===== config.mk =====
export PLATFORM = sky130hd
export DESIGN_NAME = wb_write_unit
export DESIGN_NICKNAME = d
export VERILOG_FILES = /design/src/rtl/wb_pkg.sv /design/src/rtl/wb_fifo.sv /design/src/rtl/wb_write_unit.sv
export SDC_FILE = /design/constraint.sdc
export NUM_CORES = 1
export LEC_CHECK = 0
export ABC_AREA = 1
export CAP_MARGIN = 20
export CORE_MARGIN = 4
export CORE_UTILIZATION = 49
export CTS_CLUSTER_SIZE = 30
export DETAILED_ROUTE_END_ITERATION = 8
export PLACE_DENSITY_LB_ADDON = 0.3
export SETUP_SLACK_MARGIN = 0.4
export SLEW_MARGIN = 20
export SYNTH_ARGS = -nofsm -noshare
export SYNTH_HDL_FRONTEND = slang
export SYNTH_SLANG_ARGS = --single-unit

===== constraint.sdc =====
create_clock -name clk -period 4.07 [get_ports clk]
set_input_delay 0.814 -clock clk [delete_from_list [all_inputs] [get_ports clk]]
set_output_delay 0.814 -clock clk [all_outputs]
set_load 0.1 [all_outputs]

===== src/rtl/wb_pkg.sv =====
// ---------------------------------------------------------------------------
// wb_pkg
// Shared definitions for the write-back unit: register-file geometry, the
// hard-wired zero register and the queued result entry type.
// ---------------------------------------------------------------------------
package wb_pkg;

   localparam int ADDR_W = 4;
   localparam int DATA_W = 32;

   localparam logic [ADDR_W-1:0] ZERO_REG = '0;

   typedef struct packed {
      logic [ADDR_W-1:0] rd;
      logic [DATA_W-1:0] data;
   } wb_entry_t;

endpackage


===== src/rtl/wb_fifo.sv =====
// ---------------------------------------------------------------------------
// wb_fifo
// In-order result queue for the write-back unit. It holds the storage,
// pointers and occupancy count. All entries are exposed together with a
// per-entry valid vector and the read pointer, so the parent can forward
// values oldest to youngest.
//
// Ports:
//   clk, reset      clock, synchronous active-high reset (clears pointers/count)
//   i_push, i_entry enqueue i_entry at the tail (ignored when full)
//   i_pop           dequeue the head (ignored when empty)
//   o_head          entry at the read pointer
//   o_entries       raw storage, indexed by slot
//   o_valid         per-slot occupancy
//   o_rptr          read pointer (slot of the oldest entry)
//   o_full, o_empty occupancy flags
// ---------------------------------------------------------------------------
module wb_fifo
   import wb_pkg::*;
#(
   parameter  int DEPTH = 2,
   localparam int PTR_W = $clog2(DEPTH)
) (
   input  logic             clk,
   input  logic             reset,
   input  logic             i_push,
   input  wb_entry_t        i_entry,
   input  logic             i_pop,
   output wb_entry_t        o_head,
   output wb_entry_t        o_entries [DEPTH],
   output logic [DEPTH-1:0] o_valid,
   output logic [PTR_W-1:0] o_rptr,
   output logic             o_full,
   output logic             o_empty
);

   wb_entry_t        r_mem [DEPTH];
   logic [PTR_W-1:0] r_wptr;
   logic [PTR_W-1:0] r_rptr;
   logic [PTR_W:0]   r_count;

   logic w_do_push;
   logic w_do_pop;

   assign o_full    = (r_count == (PTR_W+1)'(DEPTH));
   assign o_empty   = (r_count == '0);
   assign w_do_push = i_push && !o_full;
   assign w_do_pop  = i_pop && !o_empty;

   // Pointers wrap naturally because DEPTH is a power of two.
   always_ff @(posedge clk) begin
      if (reset) begin
         r_wptr  <= '0;
         r_rptr  <= '0;
         r_count <= '0;
      end else begin
         if (w_do_push) r_wptr <= r_wptr + PTR_W'(1);
         if (w_do_pop)  r_rptr <= r_rptr + PTR_W'(1);
         case ({w_do_push, w_do_pop})
            2'b10:   r_count <= r_count + (PTR_W+1)'(1);
            2'b01:   r_count <= r_count - (PTR_W+1)'(1);
            default: r_count <= r_count;
         endcase
      end
   end

   // Storage carries no reset; occupancy alone decides what is meaningful.
   always_ff @(posedge clk) begin
      if (w_do_push) r_mem[r_wptr] <= i_entry;
   end

   // A slot is live when its age (distance from the head) is below count.
   always_comb begin
      logic [PTR_W-1:0] w_age;
      w_age   = '0;
      o_valid = '0;
      for (int i = 0; i < DEPTH; i++) begin
         w_age      = PTR_W'(i) - r_rptr;
         o_valid[i] = ({1'b0, w_age} < r_count);
      end
   end

   assign o_entries = r_mem;
   assign o_head    = r_mem[r_rptr];
   assign o_rptr    = r_rptr;

endmodule


===== src/rtl/wb_write_unit.sv =====
// ---------------------------------------------------------------------------
// wb_write_unit
// Sole writer of the 16x32 register file. It accepts completed results over
// a valid/ready handshake and drops non-writing results and writes to r0.
// Everything else is queued in order, and the queue head drives the
// register-file write port at one write per cycle. Operand readers can see
// not-yet-retired values through two forwarding ports (youngest match wins).
//
// Ports:
//   clk, reset               clock, synchronous active-high reset
//   res_valid/res_ready      result handshake (ready from registered state only)
//   res_rd/res_data/res_is_wb result destination, value, write-back flag
//   wr_hold                  write port busy; head is held
//   rd/writeData/isWb        register-file write port
//   q_rs1/q_rs2              operand addresses being read
//   fwd1_*/fwd2_*            forward hit flag and data (0 on miss)
//   wb_pending               queue non-empty
// ---------------------------------------------------------------------------
module wb_write_unit
   import wb_pkg::wb_entry_t, wb_pkg::ZERO_REG;
#(
   parameter  int DEPTH  = 2,
   parameter  int ADDR_W = wb_pkg::ADDR_W,
   parameter  int DATA_W = wb_pkg::DATA_W,
   localparam int PTR_W  = $clog2(DEPTH)
) (
   input  logic              clk,
   input  logic              reset,
   input  logic              res_valid,
   output logic              res_ready,
   input  logic [ADDR_W-1:0] res_rd,
   input  logic [DATA_W-1:0] res_data,
   input  logic              res_is_wb,
   input  logic              wr_hold,
   output logic [ADDR_W-1:0] rd,
   output logic [DATA_W-1:0] writeData,
   output logic              isWb,
   input  logic [ADDR_W-1:0] q_rs1,
   input  logic [ADDR_W-1:0] q_rs2,
   output logic              fwd1_hit,
   output logic              fwd2_hit,
   output logic [DATA_W-1:0] fwd1_data,
   output logic [DATA_W-1:0] fwd2_data,
   output logic              wb_pending
);

   wb_entry_t        w_entries [DEPTH];
   wb_entry_t        w_head;
   wb_entry_t        w_new;
   logic [DEPTH-1:0] w_valid;
   logic [PTR_W-1:0] w_rptr;
   logic             w_full;
   logic             w_empty;
   logic             w_push;
   logic             w_pop;

   // Ready looks only at reset and occupancy, so a full queue never accepts
   // even when the head retires in the same cycle.
   assign res_ready = !reset && !w_full;

   // Non-writing results and r0 writes complete the handshake but use no slot.
   assign w_push = res_valid && res_ready && res_is_wb && (res_rd != ZERO_REG);
   assign w_new  = '{rd: res_rd, data: res_data};

   // Reset masks the write port so entries discarded by reset never retire.
   assign w_pop  = !reset && !w_empty && !wr_hold;

   wb_fifo #(.DEPTH(DEPTH)) u_fifo (
      .clk       (clk),
      .reset     (reset),
      .i_push    (w_push),
      .i_entry   (w_new),
      .i_pop     (w_pop),
      .o_head    (w_head),
      .o_entries (w_entries),
      .o_valid   (w_valid),
      .o_rptr    (w_rptr),
      .o_full    (w_full),
      .o_empty   (w_empty)
   );

   assign isWb       = w_pop;
   assign rd         = w_pop ? w_head.rd   : '0;
   assign writeData  = w_pop ? w_head.data : '0;
   assign wb_pending = !reset && !w_empty;

   // Walk from oldest to youngest; a later match overrides an earlier one,
   // leaving the youngest value on each port.
   always_comb begin
      logic [PTR_W-1:0] w_idx;
      w_idx     = '0;
      fwd1_hit  = 1'b0;
      fwd2_hit  = 1'b0;
      fwd1_data = '0;
      fwd2_data = '0;
      for (int k = 0; k < DEPTH; k++) begin
         w_idx = w_rptr + PTR_W'(k);
         if (!reset && w_valid[w_idx]) begin
            if ((q_rs1 != ZERO_REG) && (w_entries[w_idx].rd == q_rs1)) begin
               fwd1_hit  = 1'b1;
               fwd1_data = w_entries[w_idx].data;
            end
            if ((q_rs2 != ZERO_REG) && (w_entries[w_idx].rd == q_rs2)) begin
               fwd2_hit  = 1'b1;
               fwd2_data = w_entries[w_idx].data;
            end
         end
      end
   end

endmodule


==> results of run 1 <==
registers in the layout, indices dropped and copies added, names as in the netlist:
register,count
u_fifo.r_count,2
u_fifo.o_entries,72
u_fifo.o_rptr,1
u_fifo.r_wptr,1
synth_stat cells, types with 4 or more instances:
library cell  number  area share, %
a21oi_1            6           0.56
nand4_1           65            7.5
nor2_1            52            3.6
o21ai_1            8           0.74
o21ai_0           63            5.8
edfxtp_1          72             40
dfxtp_1            4            1.5
buf_6             15            3.1
nand3_2           31            5.7
nand2_2            5           0.58
nand3_1           50            4.6
nand2_1          179             12
clkbuf_1          14           0.97
buf_2             20            1.9
inv_1             85            5.9
nor2_4             6            1.3
nor2_2             4           0.46
final cells by class:
type | count | area, um2
sequential | 76 | 2250
multi-input combinational | 482 | 2730
clock inverter | 7 | 42.5
fill | 682 | 2410
clock buffer | 9 | 124
timing repair buffer | 174 | 2720
tap | 140 | 175
inverter | 88 | 340
power groups by stage:
stage | clock [W] | combinational, W | sequential, W
4_1_cts | 0.000511 | 0.000436 | 0.000884
5_1_grt | 0.000546 | 0.000471 | 0.000886
2_1_floorplan | 0 | 0.000276 | 0.000897
3_5_place_dp | 0 | 0.000432 | 0.000902
6_report | 0.000511 | 0.000447 | 0.000884
3_3_place_gp | 0 | 0.000419 | 0.000901
per-layer routing:
| metal | wire, um | vias up |
|---|---|---|
| met2 | 9170 | 438 |
| met3 | 2100 | 58 |
| met4 | 477 | 0 |
| met1 | 6260 | 2695 |
| li1 | - | 2610 |
| met5 | 0 | - |
stage by stage:
stage	setup slack (ps)	hold WS, ps	instance area [um2]	std cells	total power [W]
2_1_floorplan	146	485	5590	694	0.00117
3_3_place_gp	423	500	8140	957	0.00132
3_5_place_dp	314	533	8140	957	0.00133
4_1_cts	406	543	8330	974	0.00183
5_1_grt	391	583	8380	976	0.00190
6_report	448	552	8380	976	0.00184
critical path, delay by kind of cell:
kind	cells	cell delay, ps
and+or+nand+nor	5	700
buffers and inverters	4	1260
worst max path at each step:
stage                          endpoint  depth (start not counted)          start  slack (ps)
after CTS                  fwd1_data[3]                          9  u_fifo.o_rptr         410
after global routing       fwd2_data[1]                          8          reset         390
final                      fwd1_data[3]                          9       q_rs1[2]         450
after detailed placement   fwd1_data[0]                          8          reset         310
after floorplan           writeData[19]                          6          reset         150
after global placement     fwd1_data[1]                          8          reset         420
repair_timing:
action                                  4_1_cts  5_1_grt
endpoints found under the setup margin       40       79
endpoints found under the hold margin         0        0
gates resized for setup                       2        6
setup buffers                                 0        1
pin swaps                                     0        2
cloned                                        1        1
cells by family (layout without fill, tap and decap cells):
logic type	count (synthesis)	after routing
AND/OR/NAND/NOR	401	403
adder cells (fa/ha/maj)	1	1
flip-flops	76	76
XOR/XNOR	1	1
buffers and inverters	138	278
AO/OA/AOI/OAI	77	77
==> impl_metrics.xml, run 1 <==
<?xml version="1.0" encoding="UTF-8"?>
<metrics>
  <group name="drt">
    <metric name="drt-pass1-iter-count" unit="">5</metric>
    <metric name="ant_nets" unit="">0</metric>
    <metric name="drt-total-wl" unit="mm">18.0</metric>
    <metric name="routedWlPerCell" unit="um">18.4</metric>
    <metric name="detail_route.drc_violations" unit="">0</metric>
    <metric name="avgViaCountPerCell" unit="">5.94</metric>
    <metric name="drt_first_iter_violations" unit="">460</metric>
    <metric name="total_number_of_vias" unit="">5801</metric>
  </group>
  <group name="worst_setup_path">
    <metric name="cp_max_fo" unit="">32</metric>
    <metric name="timing.setup.critical_path_class" unit="">in2out</metric>
    <metric name="r2r.worst_path.cells" unit="">8</metric>
    <metric name="worst_path_max_delay_cell" unit="">clkdlybuf4s50_1</metric>
    <metric name="rr_startpoint" unit="">u_fifo.r_count[0]</metric>
    <metric name="worst-endpoint-arrival" unit="ps">2810</metric>
    <metric name="worstPathCellList" unit="">clkdlybuf4s50_1 -&gt; nor2_1 -&gt; nand2_1 -&gt; inv_1 -&gt; nor2_4 -&gt; buf_4 -&gt; nand4_1 -&gt; nand2_1 -&gt; buf_12</metric>
    <metric name="critPathMostFrequentCell" unit="">nand2_1</metric>
    <metric name="crit_required" unit="ps">3260</metric>
    <metric name="cpPeakStageDelay" unit="ps">580</metric>
    <metric name="r2r_slack" unit="ps">1910</metric>
    <metric name="crit_path_start_kind" unit="">primary input</metric>
    <metric name="reg2reg_to" unit="">u_fifo.r_count[1]</metric>
    <metric name="timing.critical_path.to_type" unit="">primary output</metric>
  </group>
  <group name="timing">
    <metric name="final-hold-violation-count" unit="">0</metric>
    <metric name="rsz_0062_raised_after_global_routing" unit="">yes</metric>
    <metric name="layout_min_cycle_time" unit="ps">3620</metric>
    <metric name="finClkSkew" unit="ps">6.93</metric>
    <metric name="fin_crit_sh" unit="%">89.0</metric>
    <metric name="timing_max_transition_violations_final" unit="">0</metric>
    <metric name="maxClockFrequency" unit="GHz">0.276</metric>
    <metric name="worst-slew-pin-transition" unit="ps">520</metric>
    <metric name="tns" unit="ps">0</metric>
    <metric name="relSlewSlack" unit="%">65.4</metric>
    <metric name="finalSetupViolCount" unit="">0</metric>
  </group>
  <group name="global_routing">
    <metric name="grt_pass1_vias" unit="">5761</metric>
    <metric name="maximum_number_of_pins_on_one_net_before_global_route_repair" unit="">77</metric>
    <metric name="grt_use_met2" unit="%">48.3</metric>
    <metric name="grt-ovfl-total" unit="">0</metric>
    <metric name="gr-usage-met3" unit="%">5.51</metric>
    <metric name="globalRouteMet1Util" unit="%">32.7</metric>
    <metric name="grt_first_pass_wirelength" unit="mm">28.3</metric>
    <metric name="grt_antenna_before_repair" unit="">0</metric>
    <metric name="grt_peak_use_layer" unit="">met2</metric>
    <metric name="grt_usage" unit="%">27.2</metric>
  </group>
  <group name="die">
    <metric name="design.core.area" unit="um2">10800</metric>
    <metric name="core.rowCount" unit="">38</metric>
    <metric name="dieArea" unit="um2">12800</metric>
    <metric name="ioPinCount" unit="">154</metric>
    <metric name="die_height" unit="um">113</metric>
    <metric name="die_x" unit="um">113</metric>
    <metric name="floorplan.initialDensity" unit="%">50.0</metric>
  </group>
  <group name="run">
    <metric name="cap_violations" unit="">0</metric>
  </group>
  <group name="clock_network">
    <metric name="insertion_delay" unit="ps">360</metric>
    <metric name="postCtsHoldBufs" unit="">0</metric>
    <metric name="clockBufferDepth" unit="">2</metric>
    <metric name="cts_max_level" unit="">3</metric>
    <metric name="cts-buffers-inserted" unit="">9</metric>
    <metric name="tritoncts_clock_tree" unit="">done</metric>
    <metric name="clock_sink_count" unit="">76</metric>
    <metric name="clk_pin_slew_worst_paths" unit="ps">80</metric>
    <metric name="clock-root-buffer" unit="">clkbuf_8</metric>
  </group>
  <group name="logic_synthesis">
    <metric name="syn_avg_cell_area" unit="um2">7.78</metric>
    <metric name="synth-seq-area-share" unit="%">41.5</metric>
    <metric name="synthesized_netlist_cell_count" unit="">694</metric>
    <metric name="post_synth_and_or_nand_nor_area_fraction" unit="%">38.5</metric>
    <metric name="yosys_most_used_dff" unit="">edfxtp_1</metric>
    <metric name="count_of_flip_flops_with_a_built_in_enable_after_synthesis" unit="">72</metric>
    <metric name="synth_compound_area_share" unit="%">7.14</metric>
    <metric name="netlist-cell-type-count" unit="">26</metric>
    <metric name="synth_area" unit="um2">5400</metric>
    <metric name="syn_nets" unit="">744</metric>
    <metric name="dominant_combinational_cell_family_by_area_after_synthesis" unit="">simple AND/OR/NAND/NOR gates</metric>
    <metric name="yosys_register_bits" unit="">76</metric>
    <metric name="synth_mux_area_share" unit="%">0</metric>
    <metric name="synthArstFlopShare" unit="%">0</metric>
    <metric name="adder_cell_share_of_the_synthesized_area" unit="%">0.232</metric>
    <metric name="synth_xor_area_share" unit="%">0.162</metric>
    <metric name="yosys_warnings" unit="">0</metric>
  </group>
  <group name="placed_design">
    <metric name="dpl.hpwl" unit="mm">12.2</metric>
    <metric name="place_congestion" unit="">0.989</metric>
    <metric name="io_port_bufs" unit="">153</metric>
  </group>
  <group name="final_layout">
    <metric name="layout.cells.most_common" unit="">nand2_1</metric>
    <metric name="most-common-layout-cells" unit="">nand2_1 (179), buf_12 (103), inv_1 (85)</metric>
    <metric name="finish.utilization" unit="%">77.7</metric>
    <metric name="antenna-diode-count" unit="">0</metric>
    <metric name="finalNetCount" unit="">881</metric>
    <metric name="layout-area-overhead-vs-synth" unit="%">55.2</metric>
    <metric name="drive_above_1_share" unit="%">28.3</metric>
  </group>
  <group name="power">
    <metric name="p_int" unit="W">0.00123</metric>
    <metric name="max-vdd-ir-drop" unit="uV">185</metric>
    <metric name="p_leak" unit="nW">3.51</metric>
    <metric name="clockPowerShare" unit="%">27.7</metric>
    <metric name="power_frac_seq" unit="%">48.0</metric>
    <metric name="power.share.switching" unit="%">33.3</metric>
    <metric name="p_switching" unit="W">0.000613</metric>
    <metric name="p_comb_share" unit="%">24.3</metric>
    <metric name="p_per_area" unit="nW/um2">220</metric>
  </group>
  <group name="run_status">
    <metric name="run_status" unit="">finished, final reports clean</metric>
  </group>
  <group name="worst_hold_path">
    <metric name="min_delay_worst_endpoint" unit="">u_fifo.r_count[1]</metric>
    <metric name="min-delay-start" unit="">u_fifo.r_count[1]</metric>
    <metric name="hold_depth" unit="">2</metric>
    <metric name="holdCritPathClass" unit="">reg2reg</metric>
  </group>
</metrics>
Power figures use the tool's default switching activity.
==> run 2: changes to the inputs <==
- SLEW_MARGIN: 20 -> unset
==> results of run 2 <==
No change in the layout: final DEF, timing and power equal those of run 1.
